**src/rtl/seq_shift_unit_pkg.sv**
```systemverilog
// Shared definitions for the sequential shifter: shift-mode codes and FSM state encoding.
package seq_shift_unit_pkg;

  localparam logic [1:0] SHIFT_LSR = 2'b00;
  localparam logic [1:0] SHIFT_ASR = 2'b01;
  localparam logic [1:0] SHIFT_LSL = 2'b10;
  localparam logic [1:0] SHIFT_ROR = 2'b11;

  typedef enum logic [1:0] {
    ST_IDLE  = 2'b00,
    ST_SHIFT = 2'b01,
    ST_DONE  = 2'b10
  } state_e;

endpackage

```
**src/rtl/seq_shift_unit_shift_step.sv**
```systemverilog
// Combinational single-position shift step for one of four modes, returning the bit shifted out.
module shift_step
  import seq_shift_unit_pkg::*;
#(
  parameter int unsigned WIDTH = 8
) (
  input  logic [WIDTH-1:0] data_i,
  input  logic [1:0]       mode_i,
  output logic [WIDTH-1:0] data_o,
  output logic             carry_o
);

  always_comb begin
    // NOTE: defaults first so every path assigns every output -- no latch inferred.
    data_o  = {1'b0, data_i[WIDTH-1:1]};
    carry_o = data_i[0];
    case (mode_i)
      SHIFT_ASR: data_o = {data_i[WIDTH-1], data_i[WIDTH-1:1]};
      SHIFT_LSL: begin
        data_o  = {data_i[WIDTH-2:0], 1'b0};
        carry_o = data_i[WIDTH-1];
      end
      SHIFT_ROR: data_o = {data_i[0], data_i[WIDTH-1:1]};
      default: ;
    endcase
  end

endmodule

```
**src/rtl/seq_shift_unit.sv**
```systemverilog
// Multi-mode sequential shifter: one bit position per clock, valid/ready on both sides.
module seq_shift_unit
  import seq_shift_unit_pkg::*;
#(
  parameter int unsigned WIDTH = 8,
  parameter int unsigned AMTW  = $clog2(WIDTH) + 1
) (
  input  logic             clk,
  input  logic             rst,
  input  logic             in_valid,
  output logic             in_ready,
  input  logic [WIDTH-1:0] in_data,
  input  logic [AMTW-1:0]  in_amt,
  input  logic [1:0]       in_mode,
  output logic             out_valid,
  input  logic             out_ready,
  output logic [WIDTH-1:0] out_data,
  output logic             out_carry,
  output logic             busy
);

  state_e           state_q, state_d;
  logic [WIDTH-1:0] data_q, data_d;
  logic             carry_q, carry_d;
  logic [1:0]       mode_q, mode_d;
  logic [AMTW-1:0]  count_q, count_d;

  logic [WIDTH-1:0] step_data;
  logic             step_carry;

  shift_step #(.WIDTH(WIDTH)) u_step (
    .data_i  (data_q),
    .mode_i  (mode_q),
    .data_o  (step_data),
    .carry_o (step_carry)
  );

  always_comb begin
    state_d = state_q;
    data_d  = data_q;
    carry_d = carry_q;
    mode_d  = mode_q;
    count_d = count_q;
    case (state_q)
      ST_IDLE: begin
        if (in_valid) begin
          data_d  = in_data;
          carry_d = 1'b0;
          mode_d  = in_mode;
          count_d = in_amt;
          state_d = (in_amt == '0) ? ST_DONE : ST_SHIFT;
        end
      end
      ST_SHIFT: begin
        data_d  = step_data;
        carry_d = step_carry;
        count_d = count_q - AMTW'(1);
        // The step taken with one position remaining is the last one.
        if (count_q == AMTW'(1)) state_d = ST_DONE;
      end
      ST_DONE: begin
        if (out_ready) state_d = ST_IDLE;
      end
      default: state_d = ST_IDLE;
    endcase
  end

  always_ff @(posedge clk or posedge rst) begin
    if (rst) begin
      state_q <= ST_IDLE;
      data_q  <= '0;
      carry_q <= 1'b0;
      mode_q  <= SHIFT_LSR;
      count_q <= '0;
    end else begin
      // NOTE: non-blocking updates so every register samples pre-edge values.
      state_q <= state_d;
      data_q  <= data_d;
      carry_q <= carry_d;
      mode_q  <= mode_d;
      count_q <= count_d;
    end
  end

  assign in_ready  = (state_q == ST_IDLE);
  assign out_valid = (state_q == ST_DONE);
  assign busy      = (state_q != ST_IDLE);
  assign out_data  = data_q;
  assign out_carry = carry_q;

endmodule

```
**config.mk**
```make
export PLATFORM = sky130hd
export DESIGN_NAME = seq_shift_unit
export DESIGN_NICKNAME = d
export VERILOG_FILES = /design/src/rtl/seq_shift_unit_pkg.sv /design/src/rtl/seq_shift_unit_shift_step.sv /design/src/rtl/seq_shift_unit.sv
export SDC_FILE = /design/constraint.sdc
export NUM_CORES = 1
export LEC_CHECK = 0
export CAP_MARGIN = 20
export CORE_AREA = 3 3 68 45
export CTS_CLUSTER_SIZE = 10
export DETAILED_ROUTE_END_ITERATION = 8
export DIE_AREA = 0 0 71 48
export GPL_ROUTABILITY_DRIVEN = 0
export PLACE_DENSITY = 0.72
export SYNTH_ARGS = -nofsm -noshare
export SYNTH_HDL_FRONTEND = slang
export SYNTH_SLANG_ARGS = --single-unit
```
**constraint.sdc**
```tcl
create_clock -name clk -period 1.25 [get_ports clk]
set_input_delay 0.125 -clock clk [delete_from_list [all_inputs] [get_ports clk]]
set_output_delay 0.125 -clock clk [all_outputs]
set_load 0.005 [all_outputs]
```
==> results.md, run 1 <==
* Run status: finished, violations left
* Violated checks: negative setup slack
* Leak at 0.873 nW
* R2R cell count at 5
* Post-synth top area cell: dfrtp_1
* Area share of the largest cell type after synthesis at 42.2%
* Row count at 14
* Yosys cell types at 34
* Arrival @ worst endpoint at 1.54 ns
* Crit path capture: count_q[2]$_DFFE_PP0P_
* Max Clk Rate at 715 MHz
* Clock root cell: clkbuf_8
* Num CTS Buffers at 3
* Max VDD drop at 1.46 mV
* Worst-margin pin slew at 0.481 ns
* Yosys Warn Count at 0
* Sequential fraction of the synthesis area at 42.2%
* Drt first pass iters at 4
* Post-Syn Area at 1010 µm²
* I/O Pins at 30
* Compound-gate portion of the synthesized area at 23.5%
* Adder-cell share of the synthesized area at 2.48%
* Final hold violations at 0
* Leading cell type in the layout, fill and taps excluded: buf_4
* Final core occ at 73.8%
* Clk buf depth at 2
* DR vias/cell at 5.27
* Max Cap Viol at 0
* CTS tree: yes
* Switching part of the total at 38.0%
* Clock Sinks at 17
* Worst setup EP type: flop
* Crit path from: state_q[1]$_DFFE_PP0P_
* Post-Syn Nets at 119
* Via count at 1033
* Max-slew headroom at 67.7%
* Combinational share of power at 68.0%
* Synthesized area per cell at 10.2 µm²
* DP Worst Slack at -0.271 ns
* Sequential share of power at 22.9%
* DP Area at 1470 µm²
* DRT antenna net count at 0
* # port buffers at 29
* Switching power at 1.74 mW
* Detailed Place HPWL at 2030 µm
* Hold_ws at 0.181 ns
* Die area at 3410 µm²
* Commonest non-fill, non-tap cells in the layout: buf_4 (27), dfrtp_1 (17), clkdlybuf4s50_1 (17)
* Die Span X at 71 µm
* Synthesis-to-layout area growth at 79.6%
* Reg2reg end: count_q[2]$_DFFE_PP0P_
* Worst setup SP type: flop
* Ant. Diodes at 0
* Final Cycle Share at 112%
* Detailed-route wire length at 3070 µm
* GR Overflow Total at 0
* CTS H-tree lvls at 1
* Worst-path maximum fanout at 4
* Clk_lat worst skew at 0.25 ns
* Synth area leaders: dfrtp_1 (42%), mux2i_1 (8.9%), o21ai_0 (5.5%), a22oi_1 (3.7%), inv_1 (3.4%)
* Power Dens Cells at 2530 nW/µm²
* Antenna violations before repair at 0
* Initial Util at 41.1%
* Reg-to-Reg Start: state_q[1]$_DFFE_PP0P_
* Vias in the first global route at 1031
* Simple-gate portion of the synthesized area at 13.9%
* Yosys reg bits at 17
* Worst Skew at 0.00181 ns
* Final Cell Area at 1810 µm²
* Nets@finish at 185
* Combinational family with the most area after synthesis: compound AO/OA/AOI/OAI gates
* HP Class: in2async
* Final WS setup at -0.148 ns
* First-pass GRT wire length at 4810 µm
* Avg WL per Cell at 15.7 µm
* Drt initial violations at 19
* DIE HEIGHT at 48 µm
* Residual DRC at 0
* Clock transition at path regs at 0.07 ns
* Slew Viols, Final at 0
* Post-synthesis mux area share at 11.2%
* Critical Path RT at 1.39 ns
* Reg2Reg Setup Slack at -0.15 ns
* Internal power at 2.84 mW
* Unrepaired setup endpoints after global routing: true
* Clock network power share at 9.1%
* Share of layout cells above drive strength 1 at 42.1%
* WS Path Type: reg2reg
* Post-Synth XOR/XNOR Area at 0%
* Setup violations, final at 14
* Gate Count Post-Synth at 99
* Min Tclk post-route at 1.40 ns
* Gr usage total at 18.7%
* Largest net degree at the start of global routing at 18
* Core area at 2450 µm²
## stage by stage
stage	total power, mW	setup TNS [ns]	std cells
final	4.58	-0.932	196
after global routing	4.89	-1.86	196
after CTS	4.21	-0.911	193
after detailed placement	3.31	-2.62	178
after global placement	3.24	-1.97	178
after floorplan	2.27	-0.0529	99
## cells by family after synthesis
kind of cell / after synthesis
buffers and inverters: 13
flip-flops: 17
AO/OA/AOI/OAI: 34
AND/OR/NAND/NOR: 22
multiplexers: 11
adder cells (fa/ha/maj): 2
## critical path, stage by stage (launching register included)
cell and delay (ns):
dfrtp_1 0.41, buf_6 0.14, buf_6 0.11, or2b_1 0.25, o22a_1 0.17, o221a_2 0.22
## flip-flops by register name, summed over array words and instances, names as in the netlist
name,cells
state_q,2
mode_q,2
out_data,8
count_q,4
out_carry,1
## layout make-up
class | instances | area (µm²)
clock buffer | 4 | 45.0
fill | 163 | 643
inverter | 9 | 37.5
multi-input combinational | 69 | 648
sequential | 17 | 425
tap | 32 | 40.0
timing repair buffer | 65 | 613
## worst min path at each step
stage	startpoint	end	slack (ns)	cells past startpoint
after detailed placement	rst	state_q[0]$_DFFE_PP0P_	0.46	3
after global routing	rst	state_q[0]$_DFFE_PP0P_	0.22	3
after floorplan	rst	count_q[0]$_DFFE_PP0P_	0.05	1
after global placement	rst	state_q[0]$_DFFE_PP0P_	0.46	3
final	rst	state_q[0]$_DFFE_PP0P_	0.18	3
after CTS	rst	state_q[0]$_DFFE_PP0P_	0.19	3
## power groups by stage
stage          Combinational (mW)  Sequential (mW)  Clock [mW]
2_1_floorplan                1.18             1.09           0
3_3_place_gp                 2.14             1.10           0
3_5_place_dp                 2.19             1.12           0
4_1_cts                      2.75             1.04       0.423
5_1_grt                      3.34             1.09       0.458
6_report                     3.11             1.05       0.416
## what timing repair did
action | in CTS | in global routing
endpoints found under the setup margin | 21 | 24
hold buffers | 0 | 0
gates resized for setup | 36 | 23
setup buffers | 11 | 3
endpoints found under the hold margin | 0 | 0
pin swaps | 16 | 5
## routing by layer
metal  GRT usage, %  wire [µm]
met4           2.25          0
met3           4.40        121
met1           21.9       1400
met5              0          0
met2           37.2       1540
## cell usage after synthesis, drive strengths merged
master	instances
a21oi	3
a221oi	3
a22oi	5
a31oi	2
and3b	1
buf	4
dfrtp	17
ha	2
inv	9
mux2	2
mux2i	9
nand2	3
nand2b	2
nand3b	1
nor2	5
nor2b	3
nor3	1
nor3b	2
nor4	1
o211a	1
o21ai	11
o21bai	1
o221a	1
o22a	1
o22ai	4
o2bb2ai	1
o31a	1
or2	1
or2b	2
Note: power is estimated with default switching activity, not from simulation.
==> run 2, diff against run 1 <==
--- a/config.mk
+++ b/config.mk
@@ -12,6 +12,7 @@
 export DIE_AREA = 0 0 71 48
 export GPL_ROUTABILITY_DRIVEN = 0
 export PLACE_DENSITY = 0.72
+export SETUP_SLACK_MARGIN = 0.3
 export SYNTH_ARGS = -nofsm -noshare
 export SYNTH_HDL_FRONTEND = slang
 export SYNTH_SLANG_ARGS = --single-unit
==> run 2 against run 1 <==
The run still ends with negative setup slack left. Global-route usage increased by 1.2 points. Wire length up 4.0%. Power shrank 4.4%. Combinational power decreased by 7.4%. Register-to-register slack about the same. Maximum frequency is 0.71% lower. Critical path depth rose by 1. Core utilization fell by 4.6 points. Sequential share of layout area up 1.6 points. Setup slack got worse by 0.010 ns. Critical endpoint is now out_data[4]$_DFFE_PP0P_.
==> results.md, run 2 (synthesized netlist as in run 1, its figures left out) <==
* # port buffers at 29
* Avg WL per Cell at 16.6 µm
* Final hold violations at 0
* Worst Skew at 0.00204 ns
* Setup violations, final at 15
* GR Overflow Total at 0
* Critical path's slowest cell: dfrtp_1
* Gr usage total at 19.9%
* Worst setup SP type: flop
* GR Util met1 at 23.4%
* Ant. Diodes at 0
* Power Dens Cells at 2580 nW/µm²
* Arrival @ worst endpoint at 1.54 ns
* Critical Path RT at 1.38 ns
* Cells after DPL at 174
* Clk_lat worst skew at 0.26 ns
* DIE HEIGHT at 48 µm
* Drt first pass iters at 4
* Max Clk Rate at 710 MHz
* FF/Latch Area at 427 µm²
* Row count at 14
* Max FFs per register at 8
* Die area at 3410 µm²
* Slew Viols, Final at 0
* Fill cells at 189
* I/O Pins at 30
* Share of layout cells above drive strength 1 at 47.5%
* Met2 GRT Util at 37.6%
* Clock transition at path regs at 0.07 ns
* WS Path Type: reg2reg
* HP Class: in2async
* Antenna violations before repair at 0
* DR vias/cell at 5.36
* First-pass GRT wire length at 5110 µm
* Final Cycle Share at 113%
* CP max stage delay at 0.42 ns
* Largest net degree at the start of global routing at 18
* Min Tclk post-route at 1.41 ns
* CTS tree: yes
* Run status: finished, violations left
* Worst-margin pin slew at 0.408 ns
* Finished Layout Cells at 192
* Violated checks: negative setup slack
* Nets@finish at 181
* Worst-path maximum fanout at 4
* Drt initial violations at 46
* Max VDD drop at 1.57 mV
* Core area at 2450 µm²
* Clock Sinks at 17
* DRT antenna net count at 0
* Max Cap Viol at 0
* Most used cell, CP: buf_6
* Synthesis-to-layout area growth at 68.4%
* Met3 GRT Util at 5.03%
* Max-slew headroom at 72.6%
* Clock root cell: clkbuf_8
* Leak at 0.779 nW
* Grt peak-use layer: met2
* Num CTS Buffers at 3
* Residual DRC at 0
* Via count at 1029
* Unrepaired setup endpoints after global routing: true
* Setup TNS at -1.38 ns
* Critical path, cell by cell: buf_6 > buf_6 > or2b_1 > buf_4 > o22ai_2 > a221oi_2
* Worst setup EP type: flop
* Reg2Reg Setup Slack at -0.16 ns
* Area occupied by multi-input gates at 633 µm²
* Initial Util at 41.1%
* Die Span X at 71 µm
* Vias in the first global route at 1045
* Final WS setup at -0.158 ns
* CTS H-tree lvls at 1
* Detailed Place HPWL at 2030 µm
* Detailed-route wire length at 3190 µm
* Leading cell type in the layout, fill and taps excluded: buf_4
* Commonest non-fill, non-tap cells in the layout: buf_4 (23), clkdlybuf4s50_1 (17), dfrtp_1 (16)
* Clk buf depth at 2
[run 2: cell types whose count changed in the layout (fill, tap and decap cells not counted), moves of 2 or more]
cell,delta
buf_2,+9
buf_4,-4
buf_6,+2
dlygate4sd2_1,-3
dlymetal6s2s_1,-7
o21ai_1,+2
[run 2: path summary, 6_finish.rpt]
kind | from | end | cells after the start
worst max-delay path | state_q[1]$_DFFE_PP0P_ | out_data[4]$_DFFE_PP0P_ | 6
worst min-delay path | rst | state_q[0]$_DFFE_PP0P_ | 3
worst max register to register | state_q[1]$_DFFE_PP0P_ | out_data[4]$_DFFE_PP0P_ | 6
worst min register to register | count_q[1]$_DFFE_PP0P_ | count_q[1]$_DFFE_PP0P_ | 2
max in group asynchronous | rst | out_data[0]$_DFFE_PP0P_ | 3
min in group clk | in_mode[1] | mode_q[1]$_DFFE_PP0P_ | 3
[run 2: routing by layer]
layer | vias to the layer above | part of all wire, %
met5 | - | 0
met4 | 0 | 0.60
li1 | 492 | -
met1 | 500 | 44
met3 | 3 | 5.3
met2 | 34 | 50
[run 2: timing repair]
action	in CTS	in global routing
buffers inserted	14	0
gates cloned	0	0
resized for setup	76	6
endpoints found under the setup margin	29	20
hold buffers	0	0
pin swaps	11	2
[run 2: cell type report]
| class | count | share of cell area [%] |
|---|---|---|
| repair buffers | 61 | 30.5 |
| clock buffers | 3 | 2.43 |
| multi-input cells | 69 | 37.3 |
| clock inverters | 1 | 0.295 |
| well taps | 32 | 2.36 |
| inverters | 9 | 1.99 |
| flip-flops and latches | 17 | 25.1 |
[run 2: where the power goes]
group          switching [mW]  total (mW)  internal (mW)
clock network           0.209       0.432          0.222
registers               0.224        1.06          0.835
logic                    1.30        2.88           1.58
total                    1.73        4.37           2.64
[run 2: critical path, delay by kind of cell (launching register included)]
| family | cells | cell delay [ns] |
|---|---|---|
| buf+inv | 3 | 0.41 |
| simple gates | 1 | 0.24 |
| compound gates | 2 | 0.21 |
| flops | 1 | 0.42 |
[run 2: per-stage QoR]
stage	power [mW]	util [%]	setup WS [ns]	hold WS, ns	instance area (µm²)
after detailed placement	3.26	59.1	-0.219	0.461	1450
after global placement	3.18	59.1	-0.178	0.459	1450
after CTS	4.19	67.8	-0.136	0.181	1660
final	4.37	69.2	-0.158	0.169	1700
after global routing	4.67	69.2	-0.202	0.201	1700
after floorplan	2.32	-	-0.0348	0.0511	1020
